<file path="src/rtl/svo_tmds_dec.sv">
// svo_tmds_dec: TMDS symbol decoder for loopback capture of the video output path.
// Turns three word-aligned 10-bit TMDS channels back into 24-bit RGB AXI-stream
// pixels, recovers frame boundaries from VSYNC control tokens, and buffers the
// result in a first-word-fall-through FIFO that rides out short tready stalls.
module svo_tmds_dec #(
    parameter int FIFO_DEPTH  = 16,
    parameter bit VSYNC_POL   = 1'b1,
    parameter int ERRCNT_BITS = 16
) (
    input  logic                   clk,
    input  logic                   resetn,
    input  logic                   in_valid,
    input  logic [9:0]             in_tmds_d0,
    input  logic [9:0]             in_tmds_d1,
    input  logic [9:0]             in_tmds_d2,
    output logic                   out_axis_tvalid,
    input  logic                   out_axis_tready,
    output logic [23:0]            out_axis_tdata,
    output logic                   out_axis_tuser,
    output logic                   hsync,
    output logic                   vsync,
    output logic                   frame_lock,
    output logic                   err_overflow,
    output logic [ERRCNT_BITS-1:0] err_count,
    input  logic                   err_clear
);

    localparam int          AW       = $clog2(FIFO_DEPTH);
    localparam logic [AW:0] FULL_CNT = (AW+1)'(FIFO_DEPTH);

    // The four TMDS control tokens, named by the {c1,c0} pair they carry.
    localparam logic [9:0] TOK_C00 = 10'h354;
    localparam logic [9:0] TOK_C01 = 10'h0AB;
    localparam logic [9:0] TOK_C10 = 10'h154;
    localparam logic [9:0] TOK_C11 = 10'h2AB;

    function automatic logic is_ctrl_tok(input logic [9:0] sym);
        return (sym == TOK_C00) || (sym == TOK_C01) ||
               (sym == TOK_C10) || (sym == TOK_C11);
    endfunction

    // {c1,c0} carried by a control token; only meaningful when is_ctrl_tok is true.
    function automatic logic [1:0] ctrl_code(input logic [9:0] sym);
        logic [1:0] c;
        case (sym)
            TOK_C01: c = 2'b01;
            TOK_C10: c = 2'b10;
            TOK_C11: c = 2'b11;
            default: c = 2'b00;
        endcase
        return c;
    endfunction

    // Undo the optional inversion (bit 9), then the XOR/XNOR chain (bit 8 selects XOR).
    function automatic logic [7:0] tmds_decode(input logic [9:0] sym);
        logic [7:0] dp;
        logic [7:0] q;
        dp   = sym[9] ? ~sym[7:0] : sym[7:0];
        q[0] = dp[0];
        for (int i = 1; i < 8; i++) begin
            q[i] = sym[8] ? (dp[i] ^ dp[i-1]) : ~(dp[i] ^ dp[i-1]);
        end
        return q;
    endfunction

    // Error counter increment that sticks at all-ones instead of wrapping.
    function automatic logic [ERRCNT_BITS-1:0] sat_inc(input logic [ERRCNT_BITS-1:0] v);
        return (&v) ? v : v + 1'b1;
    endfunction

    typedef enum logic [1:0] {
        SEARCH,
        SYNC,
        ACTIVE
    } state_t;

    // ---- Stage 0: classify the incoming symbol triple and decode the bytes ----
    logic        tok0, tok1, tok2;
    logic        ctrl_p0, data_p0, mixed_p0;
    logic [1:0]  c_p0;
    logic [23:0] pix_p0;

    // Combinational classification and decode of the current input symbols.
    always_comb begin
        tok0     = is_ctrl_tok(in_tmds_d0);
        tok1     = is_ctrl_tok(in_tmds_d1);
        tok2     = is_ctrl_tok(in_tmds_d2);
        ctrl_p0  = tok0 & tok1 & tok2;
        data_p0  = ~(tok0 | tok1 | tok2);
        mixed_p0 = ~ctrl_p0 & ~data_p0;
        c_p0     = ctrl_code(in_tmds_d0);
        // Blue rides on channel 0 and lands in the top byte; red on channel 2, bottom byte.
        pix_p0   = {tmds_decode(in_tmds_d0), tmds_decode(in_tmds_d1), tmds_decode(in_tmds_d2)};
    end

    // ---- Stage 1: registered classification and decoded pixel ----
    logic        vld_p1;
    logic        ctrl_p1;
    logic        data_p1;
    logic        vs_tok_p1;
    logic [23:0] pix_p1;

    // Control side of stage 1: valid and symbol class for the frame FSM.
    always_ff @(posedge clk or negedge resetn) begin
        if (!resetn) begin
            vld_p1    <= 1'b0;
            ctrl_p1   <= 1'b0;
            data_p1   <= 1'b0;
            vs_tok_p1 <= 1'b0;
        end else begin
            vld_p1    <= in_valid;
            ctrl_p1   <= ctrl_p0;
            data_p1   <= data_p0;
            vs_tok_p1 <= (c_p0[1] == VSYNC_POL);
        end
    end

    // Data side of stage 1: decoded pixel, qualified downstream by vld_p1/data_p1.
    always_ff @(posedge clk) begin
        pix_p1 <= pix_p0;
    end

    // Sync outputs follow channel 0's control bits, updated only in control periods.
    always_ff @(posedge clk or negedge resetn) begin
        if (!resetn) begin
            hsync <= 1'b0;
            vsync <= 1'b0;
        end else if (in_valid && ctrl_p0) begin
            hsync <= c_p0[0];
            vsync <= c_p0[1];
        end
    end

    // Mixed control/data symbol counter; a clear in the same cycle beats a new error.
    always_ff @(posedge clk or negedge resetn) begin
        if (!resetn) begin
            err_count <= '0;
        end else if (err_clear) begin
            err_count <= '0;
        end else if (in_valid && mixed_p0) begin
            err_count <= sat_inc(err_count);
        end
    end

    // ---- Stage 2: frame FSM and FIFO write ----
    state_t        state;
    logic [AW-1:0] wr_ptr;
    logic [AW-1:0] rd_ptr;
    logic [AW:0]   fifo_cnt;
    logic [24:0]   mem [FIFO_DEPTH];
    logic          fifo_full;
    logic          pop;
    logic          mixed_p1;
    logic          emit;
    logic          push;
    logic          drop;

    // Push/drop decision; a pop in the same cycle frees the slot a full FIFO needs.
    always_comb begin
        fifo_full = (fifo_cnt == FULL_CNT);
        pop       = out_axis_tvalid & out_axis_tready;
        mixed_p1  = ~ctrl_p1 & ~data_p1;
        emit      = vld_p1 & data_p1 & (state != SEARCH);
        push      = emit & (~fifo_full | pop);
        drop      = emit & fifo_full & ~pop;
    end

    // Frame FSM plus the sticky overflow flag; a dropped pixel forces a resync.
    always_ff @(posedge clk or negedge resetn) begin
        if (!resetn) begin
            state        <= SEARCH;
            err_overflow <= 1'b0;
        end else begin
            if (vld_p1) begin
                if (mixed_p1) begin
                    state <= SEARCH;
                end else if (ctrl_p1) begin
                    // vsync from any state (re)arms the SOF; hblank leaves the state alone.
                    if (vs_tok_p1) begin
                        state <= SYNC;
                    end
                end else if (state != SEARCH) begin
                    state <= drop ? SEARCH : ACTIVE;
                end
            end
            if (err_clear) begin
                err_overflow <= 1'b0;
            end else if (drop) begin
                err_overflow <= 1'b1;
            end
        end
    end

    assign frame_lock = (state != SEARCH);

    // FIFO storage; the SOF flag is the pixel pushed while still in SYNC.
    always_ff @(posedge clk) begin
        if (push) begin
            mem[wr_ptr] <= {(state == SYNC), pix_p1};
        end
    end

    // FIFO pointers and occupancy; reset empties the FIFO at once.
    always_ff @(posedge clk or negedge resetn) begin
        if (!resetn) begin
            wr_ptr   <= '0;
            rd_ptr   <= '0;
            fifo_cnt <= '0;
        end else begin
            if (push) begin
                wr_ptr <= wr_ptr + 1'b1;
            end
            if (pop) begin
                rd_ptr <= rd_ptr + 1'b1;
            end
            case ({push, pop})
                2'b10:   fifo_cnt <= fifo_cnt + 1'b1;
                2'b01:   fifo_cnt <= fifo_cnt - 1'b1;
                default: fifo_cnt <= fifo_cnt;
            endcase
        end
    end

    // ---- Output: first-word-fall-through head of the FIFO ----
    assign out_axis_tvalid = (fifo_cnt != '0);
    assign out_axis_tdata  = out_axis_tvalid ? mem[rd_ptr][23:0] : 24'h000000;
    assign out_axis_tuser  = out_axis_tvalid & mem[rd_ptr][24];

endmodule
</file>
<file path="config.mk">
export PLATFORM = sky130hd
export DESIGN_NAME = svo_tmds_dec
export DESIGN_NICKNAME = d
export VERILOG_FILES = /design/src/rtl/svo_tmds_dec.sv
export SDC_FILE = /design/constraint.sdc
export NUM_CORES = 1
export LEC_CHECK = 0
export ABC_AREA = 1
export CAP_MARGIN = 25
export CELL_PAD_IN_SITES_DETAIL_PLACEMENT = 1
export CELL_PAD_IN_SITES_GLOBAL_PLACEMENT = 1
export CORE_MARGIN = 1.5
export CORE_UTILIZATION = 52
export CTS_BUF_LIST = sky130_fd_sc_hd__clkbuf_4 sky130_fd_sc_hd__clkbuf_8
export CTS_CLUSTER_SIZE = 20
export DETAILED_ROUTE_END_ITERATION = 16
export PLACE_DENSITY = 0.9
export SETUP_SLACK_MARGIN = 0.02
export SYNTH_ARGS = -nofsm -noshare
export SYNTH_HDL_FRONTEND = slang
export SYNTH_SLANG_ARGS = --single-unit
</file>
<file path="constraint.sdc">
create_clock -name clk -period 3.6 [get_ports clk]
set_input_delay 0.36 -clock clk [delete_from_list [all_inputs] [get_ports clk]]
set_output_delay 0.36 -clock clk [all_outputs]
set_load 0.02 [all_outputs]
</file>
=== Word level (Yosys, flattened, before mapping) ===
Memory sizes are Yosys's and may differ from the RTL's.
Cells that the tools add are included.

* Bits in registers: 62
* Bits in writable memories: 400
* Bits of input ports: 35
* Output and inout port bits: 46
* Word-level logic and storage cells: 161
* Memories kept: 1

* Add/subtract/negate cells: 5
* Equality and inequality tests: 18
* Muxes and demuxes: 39
* Bitwise logic cells: 65
* Reductions and logical operators: 20

{| class="wikitable"
|+ Memories
! memory !! depth !! bits a word !! read ports !! clocked after memory_dff !! wr ports !! line !! text
|-
| mem || 16 || 25 || 1 || 0 || 1 || 150 || <nowiki>logic [24:0] mem [FIFO_DEPTH];</nowiki>
|}

{| class="wikitable"
|+ Operators with widths
! cell !! number
|-
| == test 10 bit, second input constant || 6
|-
| 2-to-1 mux 16 bit || 3
|-
| == test 10 x 8 -> 1 bit, second input constant || 3
|-
| == test 10 x 9 -> 1 bit, second input constant || 3
|-
| NOT 1 bit || 27
|-
| 2-to-1 mux 1 bit || 25
|-
| 2-to-1 mux 24 bit || 1
|-
| 2-to-1 mux 8 bit || 3
|-
| NOT 8 bit || 3
|-
| XOR 1 bit || 21
|-
| adder 16 x 1 -> 16 bit, second input constant || 1
|-
| AND reduction 16 bit || 1
|-
| bitwise AND 1 bit || 11
|-
| 2-to-1 mux 2 bit || 5
|-
| one-hot mux 5 bit (2 select lines) || 1
|-
| logical OR 1 bit || 9
|-
| adder 4 x 1 -> 4 bit, second input constant || 2
|-
| nonzero test 2 bit || 4
|-
| one-hot mux 2 bit (3 select lines) || 1
|-
| adder 5 x 1 -> 5 bit, second input constant || 1
|-
| == test 5 bit, second input constant || 1
|-
| nonzero test 5 bit || 1
|-
| subtractor 5 x 1 -> 5 bit, second input constant || 1
|-
| == test 2 x 1 -> 1 bit, second input constant || 2
|-
| 8 further kinds || 11
|}

=== Logic depth before layout (Yosys ltp) ===
Gate-level depths: netlist of the first run.

* Depth in word-level cells: 11
* Gate-level depth with buffers: 16
* Gate-level depth less buffers: 16

=== Least setup slack after synthesis of the first run ===
No wires, ideal clock.

* Path kind: reg-to-reg
* From: register state[1]
* To: memory mem[11][0], enable pin
* Setup time: 0.407 ns
* Arrival: 2.325 ns
* Slack: 0.869 ns
* Stages on the path, launching flop included: 9
* Path buffers: 0
* Cells stage by stage: dfrtp_1 > nor2_1 > inv_1 > nand3_1 > nor2_4 > inv_1 > nor2_1 > inv_2 > nor2_1

* Word-level cells in the longest chain between the ends: 5

{| class="wikitable"
|+ RTL lines
! what !! line !! text
|-
| start: declaration || 146 || <nowiki>state_t state;</nowiki>
|-
| start signal: assignment || 183 || <nowiki>state <= drop ? SEARCH : ACTIVE;</nowiki>
|-
| nonzero test 2 bit || - ||
|-
| net frame_lock || 22 || <nowiki>output logic frame_lock,</nowiki>
|-
| bitwise AND 1 bit || 163 || <nowiki>emit = vld_p1 & data_p1 & (state != SEARCH);</nowiki>
|-
| bitwise AND 1 bit || 164 || <nowiki>push = emit & (~fifo_full | pop);</nowiki>
|-
| 2-to-1 mux 1 bit || 198 || <nowiki>if (push) begin</nowiki>
|-
| 2-to-1 mux 1 bit (implied by the code) || 199 || <nowiki>mem[wr_ptr] <= {(state == SYNC), pix_p1};</nowiki>
|-
| end: declaration || 150 ||
|}

The timed path passes the listed nets, and every way through them passes these cells.

=== Worst setup path in the final report of the first run ===
* From: register rd_ptr[1]
* To: output out_axis_tdata[4]

* Word-level cells in the longest chain between the ends: 2

{| class="wikitable"
|+ RTL lines
! what !! line !! text
|-
| start: declaration || 148 || <nowiki>logic [AW-1:0] rd_ptr;</nowiki>
|-
| start signal: assignment || 214 || <nowiki>rd_ptr <= rd_ptr + 1'b1;</nowiki>
|-
| memory (16 x 25 bit) || - ||
|-
| 2-to-1 mux 24 bit || 226 || <nowiki>assign out_axis_tdata = out_axis_tvalid ? mem[rd_ptr][23:0] : 24'h000000;</nowiki>
|-
| end: declaration || 18 || <nowiki>output logic [23:0] out_axis_tdata,</nowiki>
|}

No other way between the ends.

==> impl_summary.md, run 1 <==
Floorplanning
The die outline area is 37800 µm². Measured along the y axis, the die boundary spans 194 µm. The region available for standard cell placement spans 35800 µm².

The number of top-level design ports is 81. In this run the core area contains 69 standard-cell rows. Once the floorplan was initialized, standard cells occupied 53.1% of the core. The floorplan step set the die width to 194 µm.

Global routing
The sum of overflow across all layers after global routing is 0. The initial antenna violation count is 3. The total routing resource utilization after global routing is 31.6%. The number of global-route vias before repair is 14800. The maximum number of pins on one net before global-route repair is 79. The first-pass GRT wire length is 89200 µm.

Route
The routed wire length is 58600 µm. For this run, design rule violations remaining after detail routing come to 0. After the first detailed-routing iteration, the DRC count stood at 1434. The via total after detailed routing is 13700.

The count of nets left with antenna violations once routing finished came out at 0. The ratio of routed vias to standard cells is 6.27. The first TritonRoute pass finished after 5 iterations. The average detailed-routed wire length per instance is 26.8 µm.

Timing
The final hold violation count is 0. The post-route clock skew is 0.0375 ns. Derived from the worst setup path, the maximum achievable clock frequency is 281 MHz. In the finished design, the share of the clock period the worst path needs comes to 99.0%. The worst hold slack across all endpoints is 0.309 ns. The final critical delay including setup and external delays is 3.56 ns. Setup repair after global routing could not meet its margin everywhere. Setup total negative slack on the finished layout was measured at 0 ns. The post-layout worst setup margin is 0.0350 ns. The actual slew at the worst max-slew pin is 0.960 ns. Measured against its own limit, the worst slew margin works out to 35.8%. The final-report max-slew violation count came to 0. Setup violations remaining at the end of the flow were counted as 0.

CTS
The post-CTS clock slew at the launch and capture registers of the worst setup and hold paths is 0.07 ns. The TritonCTS buffer count is 75. The clock passes through at most 3 buffers. The clock tree root driver cell is clkbuf_8.

The number of sinks driven by the clock tree is 462. At the later pin of the worst-skew pair, clock insertion delay measures 0.64 ns. The H-tree was split into 3 levels.

TritonCTS built the clock tree.

Critical path
The capturing element type of the critical path is an output port. Data on the critical path is required at its endpoint by 3.24 ns. The critical path start-end classification is reg2out.

The sort of element at the start of the critical path is a register. The highest net fanout along the worst path is 40. At the worst endpoint, the arrival time is 3.20 ns. For flop-to-flop paths, the worst setup slack is 0.89 ns.

Yosys
Counting flops and latches in the post-synthesis netlist gives 462. Synthesis instantiated 38 different standard cells from the library. The cell area that synthesis handed to floorplanning was 19000 µm². During synthesis, Yosys emitted a total of 0 warnings. The average cell area after synthesis is 12.3 µm².

The number of instances in the synthesized netlist is 1549. The post-synthesis sequential area ratio is 70.6%. When the netlist entered floorplanning its net count stood at 1594.

Pwr
Across the VDD grid, the largest voltage drop is 0.420 mV. Power spread over the standard cell area amounts to 769 nW/µm². For this design the static power due to leakage is 0.00799 µW.

Outcome
The flow ran to the end, and the final reports show no timing, DRC or antenna violations.

Finish
The relative area change from synthesis to final layout is 16.7%. The post-route netlist has 13.3% of its cells at a drive strength greater than 1. The filler cells instantiated in the layout total 3511. The number of nets in the final layout is 1705. With fillers left out, the area of the finished cells amounts to 22200 µm². 0 antenna diodes ended up in the layout.

Hold path
The path class of the lowest-slack min-delay path is in2reg.

Place
The final estimated routing congestion in global placement is 0.836. The worst setup slack after placement is 0.526 ns. The HPWL after detailed placement is 32800 µm. The count of buffers from port buffering is 80.

Summing all placed instances gives a cell area of 20600 µm².

Run
The tool flagged a number of max-cap violations equal to 0.
cell type report:
type                       instances  area [µm²]  area share [%]
clock inverter                    30         171           0.772
tap                              461         577            2.60
sequential                       462       13400            60.5
multi-input combinational        905        4950            22.3
clock buffer                     108        1350            6.07
inverter                          91         344            1.55
timing repair buffer             125        1370            6.17
flip-flops by register name (all words and copies together) (netlist names):
signal,count
ctrl_p1,1
mem,400
state,2
pix_p1,24
vld_p1,1
err_overflow,1
wr_ptr,4
fifo_cnt,5
err_count,16
vs_tok_p1,1
hsync,1
vsync,1
data_p1,1
rd_ptr,4
cells in the mapped netlist:
| cell type | n | area [µm²] |
|---|---|---|
| a211oi_1 | 1 | 7.51 |
| dfrtp_1 | 38 | 951 |
| o221ai_1 | 76 | 666 |
| clkbuf_1 | 58 | 218 |
| buf_12 | 1 | 20.0 |
| clkinv_1 | 1 | 3.75 |
| nand4_1 | 9 | 56.3 |
| xor2_1 | 46 | 403 |
| xnor2_1 | 6 | 52.6 |
| buf_1 | 3 | 11.3 |
| nand3_2 | 13 | 130 |
| o21ai_0 | 200 | 1000 |
| nor2_1 | 250 | 938 |
| a21oi_1 | 45 | 225 |
| o211ai_1 | 6 | 45.0 |
| nor2_2 | 6 | 37.5 |
| o22ai_1 | 15 | 93.8 |
| nor3_1 | 6 | 30.0 |
| nand3b_1 | 3 | 22.5 |
| buf_6 | 3 | 33.8 |
| dfxtp_1 | 24 | 480 |
| o21ai_1 | 20 | 100 |
| nand2_1 | 107 | 402 |
| edfxtp_1 | 400 | 12000 |
| nor2_4 | 1 | 11.3 |
| a21oi_2 | 1 | 8.76 |
| inv_1 | 79 | 297 |
| clkbuf_2 | 1 | 5.00 |
| inv_2 | 11 | 41.3 |
| ha_1 | 9 | 113 |
| nor2_8 | 1 | 20.0 |
| a31oi_1 | 1 | 6.26 |
| nand2_4 | 4 | 45.0 |
| nand2_2 | 3 | 18.8 |
| fa_1 | 1 | 20.0 |
| nand3_1 | 75 | 375 |
| buf_2 | 20 | 100 |
| buf_4 | 5 | 37.5 |
worst max-delay path: stages (launching register included):
cell and delay, ns:
dfrtp_2 0.54, inv_2 0.15, buf_6 0.32, o21ai_0 0.20, o221ai_1 0.22, nand3_1 0.14, a21oi_1 0.30, clkdlybuf4s50_1 0.68
per-layer routing:
metal	GRT usage (%)	vias up	share of wire (%)
li1	-	5838	-
met1	39.9	6864	38
met2	52.9	801	50
met3	5.90	169	8.9
met4	15.2	0	3.9
met5	0	-	0
path summary, 6_finish.rpt:
| path | from | endpoint | depth (start not counted) |
|---|---|---|---|
| setup / recovery | rd_ptr[1]$_DFFE_PN0P_ | out_axis_tdata[4] | 7 |
| hold / removal | in_valid | vld_p1$_DFF_PN0_ | 1 |
| setup reg to reg | fifo_cnt[0]$_DFFE_PN0P_ | fifo_cnt[4]$_DFFE_PN0P_ | 16 |
| hold reg to reg | hsync$_DFFE_PN0P_ | hsync$_DFFE_PN0P_ | 2 |
| max in group asynchronous | resetn | rd_ptr[0]$_DFFE_PN0P_ | 2 |
| min in group asynchronous | resetn | rd_ptr[1]$_DFFE_PN0P_ | 2 |
report_power, final:
part / internal [µW] / switching [µW] / leakage, µW / total, µW
logic: 1950 / 3970 / 0.00287 / 5920
registers: 6190 / 336 / 0.00432 / 6520
clock network: 2490 / 2130 / 0.000802 / 4630
total: 10600 / 6450 / 0.00799 / 17100
layout by cell type (no fill, tap or decap), drive strengths merged, types with 3 or more instances in the layout:
| master | n |
|---|---|
| xnor2 | 6 |
| inv | 92 |
| ha | 9 |
| dfrtp | 38 |
| clkbuf | 108 |
| edfxtp | 400 |
| nand2 | 114 |
| xor2 | 46 |
| a21oi | 46 |
| nor2 | 258 |
| clkinvlp | 3 |
| o221ai | 76 |
| clkdlybuf4s50 | 66 |
| nand3 | 88 |
| nor3 | 6 |
| clkinv | 25 |
| o211ai | 6 |
| nand4 | 9 |
| buf | 45 |
| o21ai | 220 |
| dlymetal6s2s | 12 |
| dfxtp | 24 |
| o22ai | 15 |
| nand3b | 3 |
logic make-up after synthesis:
logic type	after synthesis	share of synthesized area, %
AO/OA/AOI/OAI	365	11.3
flip-flops	462	70.6
adder cells (fa/ha/maj)	10	0.697
buffers and inverters	182	4.03
AND/OR/NAND/NOR	478	11.0
XOR/XNOR	52	2.39
per-stage QoR:
stage | std cells | utilization [%] | power, µW
after floorplan | 1549 | - | 9830
after global placement | 2038 | 57.4 | 11900
after detailed placement | 2038 | 57.4 | 12300
after CTS | 2181 | 61.8 | 17000
after global routing | 2182 | 62.0 | 17700
final | 2182 | 62.0 | 17100
timing repair:
action | in CTS | in global routing
setup endpoints to repair | 21 | 13
gates resized for setup | 3 | 14
setup buffers | 4 | 0
endpoints found under the hold margin | 38 | 0
hold buffers | 1 | 0
pin swaps | 0 | 0
Power figures use the tool's default switching activity.
==> inputs of run 2 (changes only) <==
- GPL_TIMING_DRIVEN: unset -> 0
==> run 2 against run 1 <==
Net effect: the run now ends with negative setup slack left; global-route usage is 5.6 points higher; clock power is 3% higher; sequential share of layout area is 0.71 points lower; via count is 9.3% higher; design area is 1.1% higher; die area stayed put; register-to-register slack worse by 0.35 ns; clock skew is 0.0072 ns lower; core utilization is 0.71 points higher.
==> impl_summary.md, run 2 (same netlist as run 1, synthesis figures left out) <==
Floorplanning
The initial cell density of the core is 53.1% (unchanged). The overall die height is 194 µm (unchanged). The placeable core area is 35800 µm² (unchanged). The width of the die came to 194 µm (unchanged).

The number of top-level design ports was 81 (unchanged). The number of placement rows is 69 (unchanged). The die outline area is 37800 µm² (unchanged).

Global routing
The initial antenna violation count is 2 (-1). The sum of overflow across all layers after global routing came to 0 (unchanged). The maximum number of pins on one net before global-route repair is 39 (-51%). The first-pass GRT wire length is 102000 µm (+15%). The total routing resource utilization after global routing is 37.2% (+5.6 points). The number of global-route vias before repair came to 15800 (+7.1%).

Route
The ratio of routed vias to standard cells is 6.69 (+6.8%). Routed signal wires occupy layers up through met4. The met1 wire length is 24000 µm (+8.9%). The remaining design rule violation count is 0 (unchanged). The average detailed-routed wire length per instance came to 31.2 µm (+16%). The number of detailed-routing iterations run before antenna repair is 6 (+1). The number of DRC violations after detailed-routing iteration 0 was 2167 (+51%). The sum of met2 wire segment lengths after detailed routing is 33100 µm (+14%).

The wire length on met3 was 8220 µm (+58%). The via total after detailed routing came to 14900 (+9.3%). The routed wire length came to 69700 µm (+19%). The post-detailed-route count of antenna-violating nets came to 0 (unchanged).

Finish
The multi-input logic area is 4990 µm² (+0.86%). The final standard cell area without fillers came to 22500 µm² (+1.1%). The antenna cell count was 0 (unchanged). The area of all sequential standard cells is 13400 µm² (about the same). The relative area change from synthesis to final layout is 18.0%. The share of final-layout standard cells stronger than drive strength 1 is 16.1% (+2.8 points).

The flip-flop count of the largest register, all copies and words added is 400 (unchanged). The filler cell count in the final layout was 3508 (-0.085%). The library cells used most frequently in the layout, excluding fill and tap cells, are 400 x edfxtp_1, 234 x nor2_1, 200 x o21ai_0. In the final layout, the registers with the most flip-flops are mem (400), pix_p1 (24), err_count (16). The register with the highest flop count is mem. The number of nets in the final layout is 1761 (+3.3%). The library cell used most frequently in the layout, excluding fill and tap cells, is edfxtp_1.

Hold path
The worst hold path belongs to the class in2reg. The startpoint identified for the worst hold timing path is in_tmds_d1[5].

Timing
The final critical delay including setup and external delays was 3.65 ns (+0.0823 ns). The worst hold slack across all endpoints is 0.0469 ns (-0.262 ns). The maximum frequency from static timing analysis is 274 MHz (-2.3%). The final-report setup violation count is 7 (+7). The actual slew at the worst max-slew pin is 1.07 ns (+0.113 ns).

The ratio of final minimum period to clock period is 101% (+2.3 points). The setup TNS is -0.148 ns (-0.148 ns). The relative max-transition margin is 28.3% (-7.5 points). Setup repair after global routing could not meet its margin everywhere.

The post-layout worst setup margin is -0.0472 ns (-0.0823 ns). The post-route clock skew is 0.0303 ns (-0.00725 ns). The final-report max-slew violation count came to 0 (unchanged). The final hold violation count is 0 (unchanged).

CTS
The tree is rooted in a clkbuf_8. The number of sinks driven by the clock tree is 462 (unchanged). The H-tree level count came to 3 (unchanged). The TritonCTS buffer count is 74 (-1.3%). The maximum count of clock buffers along a single path came to 3 (unchanged). The post-CTS clock slew at the launch and capture registers of the worst setup and hold paths is 0.08 ns (about the same). The post-CTS setup-driven buffer insertion count came to 0 (-4).

The clock latency at the later pin of the worst-skew pair is 0.65 ns (about the same). The TritonCTS clock tree is yes.

Run
The max-capacitance violation count is 0 (unchanged).

Place
The total cell area at the placement stage came to 20700 µm² (+0.61%). The placed wire-length estimate after detailed placement is 41200 µm (+25%). The worst setup slack after placement is 0.247 ns (-0.279 ns). The final estimated routing congestion in global placement is 0.865 (+3.5%).

The count of buffers from port buffering is 78 (-2.5%).

Critical path
STA classifies the critical path endpoint as an output port. STA classifies the critical path startpoint as a register. The slowest library cell on the worst path is clkdlybuf4s50_1.

The data required time at the worst endpoint was 3.24 ns (about the same). The cell that appears most often on the critical path is inv_1. The critical path arrival is 3.29 ns (+0.09 ns). The startpoint identified for the worst register-to-register timing path is fifo_cnt[0]$_DFFE_PN0P_. The signal on the critical path passes through inv_1 > nand4_1 > inv_1 > nand2_1 > inv_1 > clkbuf_2 > a21oi_1 > clkdlybuf4s50_1. The start point of the critical path is fifo_cnt[0]$_DFFE_PN0P_.

The critical path start-end classification is reg2out. The stage delay of the slowest cell on the critical path is 0.58 ns (-0.10 ns). The highest net fanout along the worst path is 10 (-75%).

Pwr
The worst vdd rail ir drop came to 0.415 mV (-1.2%). The power density relative to cell area is 810 nW/µm² (+5.3%). The leakage component of the power is 0.00820 µW (+2.6%).

Outcome
The flow ran to the end, but the final reports show violations. The final reports fail on negative setup slack.
-- run 2: worst paths after layout --
path                                            endpoint  slack [ns]  cells past startpoint
worst max register to register   fifo_cnt[4]$_DFFE_PN0P_        0.54                     15
worst min-delay path                  pix_p1[13]$_DFF_P_        0.05                      3
worst min register to register         hsync$_DFFE_PN0P_        0.50                      2
max in group asynchronous          rd_ptr[0]$_DFFE_PN0P_        3.12                      3
min in group asynchronous       err_count[9]$_DFFE_PN0P_        0.23                      3
worst max-delay path                   out_axis_tdata[1]       -0.05                      8
-- run 2: power breakdown --
| group | switching [µW] | leakage, µW | internal (µW) | total [µW] |
|---|---|---|---|---|
| clock | 2220 | 0.000805 | 2530 | 4750 |
| combinational | 4860 | 0.00307 | 2030 | 6890 |
| sequential | 370 | 0.00432 | 6180 | 6550 |
-- run 2: metal layers --
| layer | GRT usage [%] | up-vias |
|---|---|---|
| li1 | - | 5953 |
| met1 | 44.7 | 7412 |
| met2 | 60.3 | 1246 |
| met3 | 9.30 | 335 |
| met4 | 23.5 | 0 |
| met5 | 0.128 | - |
-- run 2: area by class of cell --
cell class	count	share of cell area (%)
sequential	462	59.8
multi-input combinational	905	22.2
clock buffer	122	6.44
timing repair buffer	91	4.73
tap	461	2.57
buffer	91	2.46
inverter	91	1.54
clock inverter	10	0.200
-- run 2: metrics by stage --
step	util (%)	std cells	power (µW)
detailed placement	57.8	2097	12900
floorplan	-	1549	9830
CTS	62.4	2231	17700
global placement	56.9	2088	12300
global route	62.7	2233	18600
finish	62.7	2233	18200
-- run 2: timing repair --
| item | CTS | global route |
|---|---|---|
| hold buffers | 2 | 0 |
| hold endpoints to repair | 39 | 0 |
| endpoints found under the setup margin | 25 | 18 |
| gates resized for setup | 78 | 36 |
-- run 2: critical path: cells and delay by family (launching register included) --
kind / cells / cell delay, ns
and+or+nand+nor: 2 / 0.34
buffers and inverters: 5 / 1.77
AOI/OAI and AO/OA: 1 / 0.10
DFF: 1 / 0.43
